## src/rtl/imem_loader.sv

```systemverilog
// Boot-time program loader: byte stream -> 32-bit instruction memory writes.
// Releases the core only after the trailing XOR checksum matches.
module imem_loader #(
    parameter int ADDR_WIDTH = 10
) (
    input  logic                  clk,
    input  logic                  rst,
    input  logic                  in_valid,
    input  logic [7:0]            in_data,
    output logic                  in_ready,
    input  logic                  reload,
    output logic                  im_we,
    output logic [ADDR_WIDTH-1:0] im_addr,
    output logic [31:0]           im_wdata,
    output logic                  cpu_run,
    output logic                  busy,
    output logic                  error,
    output logic [ADDR_WIDTH:0]   words_loaded
);

    typedef enum logic [2:0] {
        S_HDR_LO,
        S_HDR_HI,
        S_DATA,
        S_CSUM,
        S_DONE,
        S_ERR
    } state_t;

    localparam logic [16:0] CAP = 17'd1 << ADDR_WIDTH;

    state_t                r_state;
    state_t                w_next;
    logic [15:0]           r_n;
    logic [7:0]            r_csum;
    logic [1:0]            r_bcnt;
    logic [ADDR_WIDTH:0]   r_widx;
    logic [ADDR_WIDTH:0]   r_words;
    logic [31:0]           r_wdata;
    logic                  r_we;
    logic [ADDR_WIDTH-1:0] r_addr;
    logic                  r_run;
    logic                  r_busy;
    logic                  r_err;

    logic                  w_ready;
    logic                  w_acc;
    logic [16:0]           w_hdr_n;
    logic                  w_last;
    logic                  w_restart;

    assign w_ready   = (r_state != S_DONE) && (r_state != S_ERR);
    assign w_acc     = in_valid && w_ready;
    assign w_hdr_n   = {1'b0, in_data, r_n[7:0]};
    // Decided on the 4th byte so a checksum byte arriving during the
    // write-strobe cycle is already treated as the checksum.
    assign w_last    = (17'(r_widx) + 17'd1) == {1'b0, r_n};
    assign w_restart = reload && !w_ready;

    // Next-state decode
    always_comb begin
        w_next = r_state;
        unique case (r_state)
            S_HDR_LO: if (w_acc) w_next = S_HDR_HI;
            S_HDR_HI: begin
                if (w_acc) begin
                    if (w_hdr_n > CAP)       w_next = S_ERR;
                    else if (w_hdr_n == '0)  w_next = S_CSUM;
                    else                     w_next = S_DATA;
                end
            end
            S_DATA: if (w_acc && r_bcnt == 2'd3 && w_last) w_next = S_CSUM;
            S_CSUM: begin
                if (w_acc) w_next = (in_data == r_csum) ? S_DONE : S_ERR;
            end
            S_DONE: if (reload) w_next = S_HDR_LO;
            S_ERR:  if (reload) w_next = S_HDR_LO;
            default: w_next = S_HDR_LO;
        endcase
    end

    // State register with status flags registered alongside it
    always_ff @(posedge clk or negedge rst) begin
        if (!rst) begin
            r_state <= S_HDR_LO;
            r_run   <= 1'b0;
            r_busy  <= 1'b1;
            r_err   <= 1'b0;
        end else begin
            r_state <= w_next;
            r_run   <= (w_next == S_DONE);
            r_err   <= (w_next == S_ERR);
            r_busy  <= (w_next != S_DONE) && (w_next != S_ERR);
        end
    end

    // Header capture, word assembly, write strobe and counters
    always_ff @(posedge clk or negedge rst) begin
        if (!rst) begin
            r_n     <= '0;
            r_csum  <= '0;
            r_bcnt  <= '0;
            r_widx  <= '0;
            r_words <= '0;
            r_wdata <= '0;
            r_we    <= 1'b0;
            r_addr  <= '0;
        end else begin
            r_we <= 1'b0;
            if (r_we) begin
                r_widx  <= r_widx + 1'b1;
                r_words <= r_words + 1'b1;
            end
            if (w_restart) begin
                r_csum  <= '0;
                r_bcnt  <= '0;
                r_widx  <= '0;
                r_words <= '0;
            end
            if (w_acc) begin
                unique case (r_state)
                    S_HDR_LO: begin
                        r_n[7:0] <= in_data;
                        r_csum   <= r_csum ^ in_data;
                    end
                    S_HDR_HI: begin
                        r_n[15:8] <= in_data;
                        r_csum    <= r_csum ^ in_data;
                    end
                    S_DATA: begin
                        r_wdata[8*r_bcnt +: 8] <= in_data;
                        r_csum <= r_csum ^ in_data;
                        r_bcnt <= r_bcnt + 2'd1;
                        if (r_bcnt == 2'd3) begin
                            r_we   <= 1'b1;
                            r_addr <= r_widx[ADDR_WIDTH-1:0];
                        end
                    end
                    default: ;
                endcase
            end
        end
    end

    assign in_ready     = w_ready;
    assign im_we        = r_we;
    assign im_addr      = r_addr;
    assign im_wdata     = r_wdata;
    assign cpu_run      = r_run;
    assign busy         = r_busy;
    assign error        = r_err;
    assign words_loaded = r_words;

endmodule

```

## config.mk

```make
export PLATFORM = sky130hd
export DESIGN_NAME = imem_loader
export DESIGN_NICKNAME = d
export VERILOG_FILES = /design/src/rtl/imem_loader.sv
export SDC_FILE = /design/constraint.sdc
export NUM_CORES = 1
export LEC_CHECK = 0
export BUFFER_PORTS_ARGS = -buffer_cell sky130_fd_sc_hd__buf_2
export CAP_MARGIN = 10
export CORE_MARGIN = 2
export CORE_UTILIZATION = 55
export CTS_CLUSTER_DIAMETER = 50
export DETAILED_ROUTE_END_ITERATION = 6
export PLACE_DENSITY = 0.77
export SETUP_SLACK_MARGIN = 0.2
export SLEW_MARGIN = 10
export SYNTH_ARGS = -nofsm -noshare
export SYNTH_HDL_FRONTEND = slang
export SYNTH_SLANG_ARGS = --single-unit
```

## constraint.sdc

```tcl
create_clock -name clk -period 6.25 [get_ports clk]
set_input_delay 0.625 -clock clk [delete_from_list [all_inputs] [get_ports clk]]
set_output_delay 0.625 -clock clk [all_outputs]
set_load 0.1 [all_outputs]
```

==> impl_metrics.ini, run 1 <==
[yosys]
synthTopCellsByCount = 96 x dfrtp_1, 89 x nand2_1, 48 x o21ai_0
ys_seq_area_frac = 0.521
synth-simple-area-share = 0.187
yosysTopAreaCell = dfrtp_1
ys_types = 51
synth_most_common_cell = dfrtp_1
synth_nets = 482
syn-cell-area_mm2 = 0.00466
ys_ff_latch = 97
synthAdderAreaFrac = 0.0188
syn_avg_cell_area_um2 = 10.1
yosysWarnings = 0
synthCells = 463
synth_flop_cell = dfrtp_1
synthMuxAreaShare = 0.0647
synth.area.top_cells = dfrtp_1 52%, nand2_1 7.2%, mux2_2 6.0%
synthXorXnorAreaFrac = 0.0714
synth_top_family_by_area = simple AND/OR/NAND/NOR gates
synth_enable_flop_cells = 0
synth_compound_area_frac = 0.107
synth_top_area_frac = 0.515
synthArstFlopShare = 1.00

[placed_design]
routabilityCongestion = 0.867
dp_cells = 612
pre_cts_slack_ns = 3.49
hpwl_um = 6960
portBuffers = 69

[clocking]
cts.clk_slew.worst_paths_ns = 0.10
clockBufferDepth = 2
cts_tree = built
ctsHoldBuffers = 0
cts-buffers-inserted = 9
cts_setup_buffers = 0
root_buffer = clkbuf_8
clk_latency_ns = 0.38
cts-resized-gates = 0
cts.sinks = 97
htree_num_levels = 3

[min_path]
hold_path_class = in -> async

[critical_path]
r2r_start = r_state[0]
end_kind = flop
critical_path_class = reg -> reg
critical_path_arrival_ns = 2.84
worstSetupStartpointType = flop
ff2ff_setup_slack_ns = 3.68
critPathMaxStageDelay_ns = 0.59
crit_required_ns = 6.52
crit_fanout = 29
rr_endpoint = r_state[0]
critical-path-slowest-cell = nand2_1
worstPathCellList = and4bb_2 -> nand2_1 -> nor4_1 -> o2111ai_1 -> o41ai_2
reg2reg_depth = 5

[floorplanning]
initial_core_util = 0.568
die_area_mm2 = 0.00923
dieWidth_um = 96.1
io_pins = 70
fp.coreArea_mm2 = 0.00822
rows = 33
chipHeight_um = 96.1

[finish]
final-instance-count-excl-fill = 628
final_nets = 537
fillers = 662
antennaDiodeCount = 0
syn_to_final_growth_pct = 13.3
drive_gt1_frac = 0.237

[grt]
grt_max_degree = 57
grt_pass1_wl_um = 16800
grt_pass1_vias = 3461
grt_overflow = 0
grt_antenna_before_repair = 0
gr-usage-all-layers = 0.241

[run]
maxCapViolCount = 0

[sta]
skew_ns = 0.0112
tns_ns = 0
grt_setup_unrepaired = false
setup_viol = 0
slew-limit-headroom = 0.353
setup_ws_ns = 3.68
tightestPinTransition_ns = 0.969
finalCritPeriodShare = 0.412
slew_viol_final = 0
max_freq_mhz = 389
min_period_ns = 2.57
finalHoldViolCount = 0

[detailed_routing]
routed_wl_um = 10200
drtPass1Iterations = 4
vias = 3520
drc = 0
wl_per_cell_um = 16.3
via_per_inst = 5.61
antenna_left = 0
drt_iter0_drc = 153

[outcome]
status = finished, final reports clean

[power]
p_leak_nw = 2.54
p_per_area_mw_per_mm2 = 343
p_total_mw = 1.81
ir_worst_vdd_uv = 165
layer usage:
metal  up-vias  global-route usage  routed length, um
met4         0              0.0667                121
met2        82               0.409               4970
met5         -                   0                  0
met1      1725               0.305               4610
met3        12              0.0642                545
li1       1701                   -                  -
report_power, final:
part,internal (mW),switching (mW)
combinational,0.190,0.314
clock,0.251,0.230
sequential,0.730,0.0959
metrics by stage:
step           hold WS [ns]  area (um^2)   util
2_1_floorplan         0.329         4660      -
3_3_place_gp          0.459         5050  0.614
3_5_place_dp          0.470         5050  0.614
4_1_cts               0.226         5290  0.643
5_1_grt               0.246         5290  0.643
6_report              0.208         5290  0.643
registers in the layout, indices dropped and copies added (netlist names):
name,cells
im_wdata,32
r_n,16
r_widx,11
words_loaded,11
im_addr,10
r_csum,8
r_state,3
r_bcnt,2
busy,1
cpu_run,1
error,1
im_we,1
worst max-delay path, delay by kind of cell (launching register included):
| family | cells | cell delay (ns) |
|---|---|---|
| simple gates | 3 | 1.47 |
| compound gates | 2 | 0.51 |
| flops | 1 | 0.49 |
logic make-up after synthesis:
family	Yosys count
simple gates	179
flops	97
compound gates	79
xor+xnor	38
buf+inv	36
mux	27
fa+ha+maj	7
final cells by class:
| type | count | area [um^2] | share of cell area |
|---|---|---|---|
| Tap cell | 105 | 131 | 0.0249 |
| Inverter | 9 | 33.8 | 0.00639 |
| Multi-Input combinational cell | 330 | 2090 | 0.396 |
| Clock buffer | 11 | 151 | 0.0286 |
| Timing Repair Buffer | 71 | 363 | 0.0687 |
| Clock inverter | 5 | 85.1 | 0.0161 |
| Sequential cell | 97 | 2430 | 0.460 |
layout by cell type, fill, tap and decap left out, drive strengths merged, types with 4 or more instances in the layout:
cell    instances
and3            6
nor3b          10
nand2          89
a21oi           5
nor4            6
clkbuf         11
mux2           25
xnor2          21
nor3            6
buf            71
ha              7
or3             4
o21ai          48
dfrtp          96
nand3           8
nand2b          6
nand4           9
xor2           17
inv            11
nor2           27
a21o            7
worst max path at each step:
stage / from / endpoint / slack [ns] / cells after the start
final: r_state[0] / r_state[0] / 3.68 / 5
after global routing: r_state[0] / r_state[0] / 3.49 / 5
after CTS: r_state[0] / r_state[0] / 3.66 / 5
after detailed placement: in_valid / r_state[0] / 3.49 / 6
after global placement: in_valid / r_state[0] / 3.56 / 6
after floorplan: r_state[1] / r_csum[0] / 3.92 / 5
No activity file was read; power rests on OpenSTA's default activity.
==> run 2, diff against run 1 <==
clock period = 2.7 ns   (was 6.25 ns; I/O delays follow)
==> run 2 against run 1 <==
Net effect: first-iteration DRC count increased by 33%; combinational power rose by 130%; cell count rose by 0.96%; fmax up 10%; clock power up 82%; sequential share of layout area barely moved; global-route usage decreased by 0.24 points; design area increased by 0.14%; worst hold slack lost 0.0033 ns; register-to-register slack got worse by 3.3 ns; power is 120% higher; clock skew decreased by 0.0031 ns; critical path type unchanged; critical endpoint unchanged; largest power group unchanged; highest routed layer unchanged.
==> impl_metrics.ini, run 2 (same netlist as run 1, synthesis figures left out) <==
[critical_path]
critical_path_class = reg -> reg
crit_required_ns = 2.96
end_kind = flop
cp_num_buf_inv = 0
path_depth = 6
worstPathCellList = ha_2 -> nand2_1 -> o31a_1 -> or4_1 -> o211a_1 -> o41ai_2
critical_path_arrival_ns = 2.60
critical-path-slowest-cell = or4_1
crit_family = compound AO/OA/AOI/OAI gates
reg2reg_depth = 6
worstSetupStartpointType = flop
crit_fanout = 9
critPathMaxStageDelay_ns = 0.48

[floorplanning]
dieWidth_um = 96.1
fp.coreArea_mm2 = 0.00822
io_pins = 70
die_area_mm2 = 0.00923
chipHeight_um = 96.1
rows = 33
initial_core_util = 0.568

[sta]
slew_viol_final = 0
skew_ns = 0.00809
max_freq_mhz = 428
setup_viol = 0
tns_ns = 0
finalCritPeriodShare = 0.865
finalHoldViolCount = 0
min_period_ns = 2.34
tightestPinTransition_ns = 0.712
holdWs_ns = 0.204
slew-limit-headroom = 0.520
grt_setup_unrepaired = false

[detailed_routing]
antenna_left = 0
drtPass1Iterations = 5
via_per_inst = 5.69
routed_wl_um = 9990
vias = 3606
wl_per_cell_um = 15.8
drc = 0
drt_iter0_drc = 203

[placed_design]
placedInstanceArea_mm2 = 0.00510
portBuffers = 69
hpwl_um = 6820
routabilityCongestion = 0.848

[clocking]
cts.sinks = 97
cts_tree = built
clk_latency_ns = 0.36
cts.clk_slew.worst_paths_ns = 0.09
clockBufferDepth = 2
htree_num_levels = 3
cts-buffers-inserted = 9
root_buffer = clkbuf_8

[grt]
grt_max_degree = 76
grt_antenna_before_repair = 0
use_met3 = 0.0384
grt_pass1_vias = 3372
grt_pass1_wl_um = 16600
grt.met2_usage = 0.387
grt-busiest-layer = met2
grt_overflow = 0
grt_use_met1 = 0.323
gr-usage-all-layers = 0.239

[power]
ir_worst_vdd_uv = 456
p_total_mw = 3.96
p_leak_nw = 2.55
p_per_area_mw_per_mm2 = 749

[min_path]
hold_path_class = in -> reg
hold_depth = 3

[finish]
final_common_cell = dfrtp_1
drive_gt1_frac = 0.248
design_area_mm2 = 0.00529
layout_common_cells = 95 x dfrtp_1, 89 x nand2_1, 68 x buf_2, 48 x o21ai_0, 27 x nor2_1
final_nets = 543
fillers = 664
syn_to_final_growth_pct = 13.5
largest_reg_flops = 32
multi_input_area_mm2 = 0.00209
antennaDiodeCount = 0
register_area_mm2 = 0.00243

[run]
maxCapViolCount = 0

[outcome]
status = finished, final reports clean
-- run 2: cell count changes in the layout (fill, tap and decap cells not counted), sizes merged --
cell	before	now
buf	71	76
clkinv	1	4
bufinv	2	0
clkbuf	11	10
clkinvlp	0	1
dlygate4sd3	0	1
inv	11	10
-- run 2: layout make-up --
type / count / area share
multi-input combinational: 330 / 0.396
clock buffer: 10 / 0.0260
inverter: 9 / 0.00638
tap: 105 / 0.0248
sequential: 97 / 0.459
clock inverter: 6 / 0.00804
timing repair buffer: 77 / 0.0799
-- run 2: what timing repair did --
item,CTS,global route
gates resized for setup,0,2
hold buffers,1,0
setup endpoints to repair,0,1
buffers inserted,0,0
endpoints found under the hold margin,22,0
-- run 2: per-layer routing --
layer,up-vias,part of all wire
met4,0,0.017
li1,1710,-
met5,-,0
met1,1767,0.44
met3,18,0.053
met2,111,0.49
-- run 2: path summary, 6_finish.rpt --
kind	startpoint	to	slack, ns
worst max register to register	r_widx[1]	r_state[0]	0.36
worst max-delay path	r_widx[1]	r_state[0]	0.36
worst min register to register	im_wdata[30]	im_wdata[30]	0.48
min in group asynchronous	rst	words_loaded[3]	0.34
worst min-delay path	in_valid	r_state[1]	0.20
max in group asynchronous	rst	busy	1.63
-- run 2: worst register-to-register path, delay by kind of cell, from the launching register on --
family / cells / cell delay [ns]
flip-flops: 1 / 0.46
adder cells (fa/ha/maj): 1 / 0.33
AND/OR/NAND/NOR: 2 / 0.66
AO/OA/AOI/OAI: 3 / 0.79
-- run 2: where the power goes --
part	total [mW]	internal (mW)	switching, mW
sequential	1.91	1.69	0.219
combinational	1.18	0.446	0.734
clock	0.874	0.363	0.511
total	3.96	2.50	1.46
-- run 2: metrics by stage --
step / std cells / utilization / setup slack (ns)
5_1_grt: 634 / 0.644 / 0.258
3_5_place_dp: 617 / 0.621 / 0.268
4_1_cts: 634 / 0.644 / 0.216
2_1_floorplan: 463 / - / 0.365
6_report: 634 / 0.644 / 0.364
3_3_place_gp: 617 / 0.621 / 0.400
==> run 3, diff against run 2 <==
CORE_UTILIZATION = 45   (was 55)
PLACE_DENSITY = 0.65   (was 0.77)
==> run 3 against run 2 <==
Net effect: combinational power about the same; largest power group unchanged; power up 5.6%; count of clock-buffer cells in the layout unchanged; clock skew about the same; wire length up 0.92%; via count down 2.1%; register-to-register slack better by 0.05 ns; sequential share of layout area down 0.79 points; design area up 1.7%; highest routed layer unchanged; fmax up 2.1%; worst setup slack better by 0.048 ns; sequential cell count unchanged.
==> impl_metrics.ini, run 3 (same netlist as run 1, synthesis figures left out) <==
[sta]
min_period_ns = 2.29
finalCritPeriodShare = 0.848
tightestPinTransition_ns = 0.739
tns_ns = 0
setup_ws_ns = 0.412
slew_viol_final = 0
skew_ns = 0.00798
max_freq_mhz = 437
grt_setup_unrepaired = false
slew-limit-headroom = 0.502
finalHoldViolCount = 0
setup_viol = 0

[clocking]
cts.clk_slew.worst_paths_ns = 0.09
clockBufferDepth = 2
cts_tree = built
root_buffer = clkbuf_8
htree_num_levels = 3
cts.sinks = 97
cts-buffers-inserted = 9
clk_latency_ns = 0.35
cts_setup_buffers = 0

[min_path]
hp-start = in_valid
hold_depth = 3
hold_path_class = in -> reg
hold_end = r_state[1]

[grt]
grt_antenna_before_repair = 0
grt_max_degree = 50
gr-usage-all-layers = 0.189
grt_pass1_vias = 3364
grt_overflow = 0
grt_pass1_wl_um = 16900

[finish]
final_nets = 545
largest_reg_flops = 32
fin_util = 0.529
register_area_mm2 = 0.00243
multi_input_area_mm2 = 0.00209
fillers = 959
antennaDiodeCount = 0
design_area_mm2 = 0.00539
drive_gt1_frac = 0.247
layout_common_cells = 95 x dfrtp_1, 89 x nand2_1, 68 x buf_2, 48 x o21ai_0, 27 x nor2_1
final_common_cell = dfrtp_1
syn_to_final_growth_pct = 15.5

[power]
swShare = 0.343
switchingPower_mw = 1.44
combPwrFrac = 0.279
ir_worst_vdd_uv = 376
p_leak_nw = 2.57
p_per_area_mw_per_mm2 = 777
p_seq_frac = 0.457
p_total_mw = 4.18
power.share.clock = 0.264
intPower_mw = 2.75

[critical_path]
reg2reg_depth = 6
critical-path-slowest-cell = dfrtp_2
end_kind = flop
critPathMaxStageDelay_ns = 0.47
worstSetupStartpointType = flop
ff2ff_setup_slack_ns = 0.41
crit_fanout = 9
r2r_start = r_widx[0]
worstPathCellList = ha_2 -> nand2_1 -> o31a_1 -> or4_1 -> o211a_1 -> o41ai_2
rr_endpoint = r_state[0]
critical_path_arrival_ns = 2.54
crit_family = compound AO/OA/AOI/OAI gates
critical_path_class = reg -> reg
cp_num_buf_inv = 0
crit_required_ns = 2.96

[detailed_routing]
drc = 0
wl_per_cell_um = 15.1
vias = 3531
via_per_inst = 5.30
drt_iter0_drc = 181
drtPass1Iterations = 5
routed_wl_um = 10100
antenna_left = 0

[run]
maxCapViolCount = 0

[floorplanning]
fp.coreArea_mm2 = 0.0102
chipHeight_um = 106
initial_core_util = 0.458
io_pins = 70
dieWidth_um = 106
die_area_mm2 = 0.0112
rows = 37

[outcome]
status = finished, final reports clean

[placed_design]
routabilityCongestion = 0.834
pre_cts_slack_ns = 0.265
hpwl_um = 6970
portBuffers = 69
placedInstanceArea_mm2 = 0.00514
run 3: worst register-to-register path: cells and delay by family (launching register included):
family,cells,cell delay (ns)
flops,1,0.47
simple gates,2,0.63
fa+ha+maj,1,0.31
compound gates,3,0.79
run 3: final cells by class:
class                      count  share of cell area
inverter                       9             0.00627
clock buffer                  10              0.0237
sequential                    97               0.451
clock inverter                 5              0.0193
timing repair buffer          79              0.0790
tap                          136              0.0316
multi-input combinational    330               0.389
run 3: timing repair:
action	4_1_cts	5_1_grt
endpoints found under the hold margin	45	0
hold buffers	1	0
resized for setup	0	2
setup endpoints to repair	0	1
run 3: metrics by stage:
step	hold WS [ns]	std cells
final	0.226	666
after CTS	0.202	666
after global placement	0.318	650
after detailed placement	0.319	650
after global routing	0.223	666
after floorplan	-0.0256	463
run 3: power by group through the flow:
stage / combinational (mW) / sequential, mW / clock, mW
6_report: 1.17 / 1.91 / 1.11
5_1_grt: 1.26 / 1.94 / 1.20
4_1_cts: 1.18 / 1.91 / 1.14
3_5_place_dp: 1.17 / 1.94 / 0
3_3_place_gp: 1.15 / 1.93 / 0
2_1_floorplan: 0.718 / 2.13 / 0
run 3: worst max-delay path by stage:
stage / start / end / slack [ns] / cells after the start
after floorplan: r_state[1] / r_csum[0] / 0.37 / 5
after CTS: r_widx[0] / r_state[0] / 0.24 / 6
after global placement: r_widx[0] / r_state[0] / 0.38 / 6
after global routing: r_widx[1] / r_state[0] / 0.28 / 6
after detailed placement: r_widx[0] / r_state[0] / 0.27 / 6
final: r_widx[0] / r_state[0] / 0.41 / 6
run 3: per-layer routing:
layer / GRT usage / share of wire
met5: 0 / 0
met4: 0.0517 / 0.011
met3: 0.0377 / 0.046
met2: 0.317 / 0.49
met1: 0.251 / 0.45
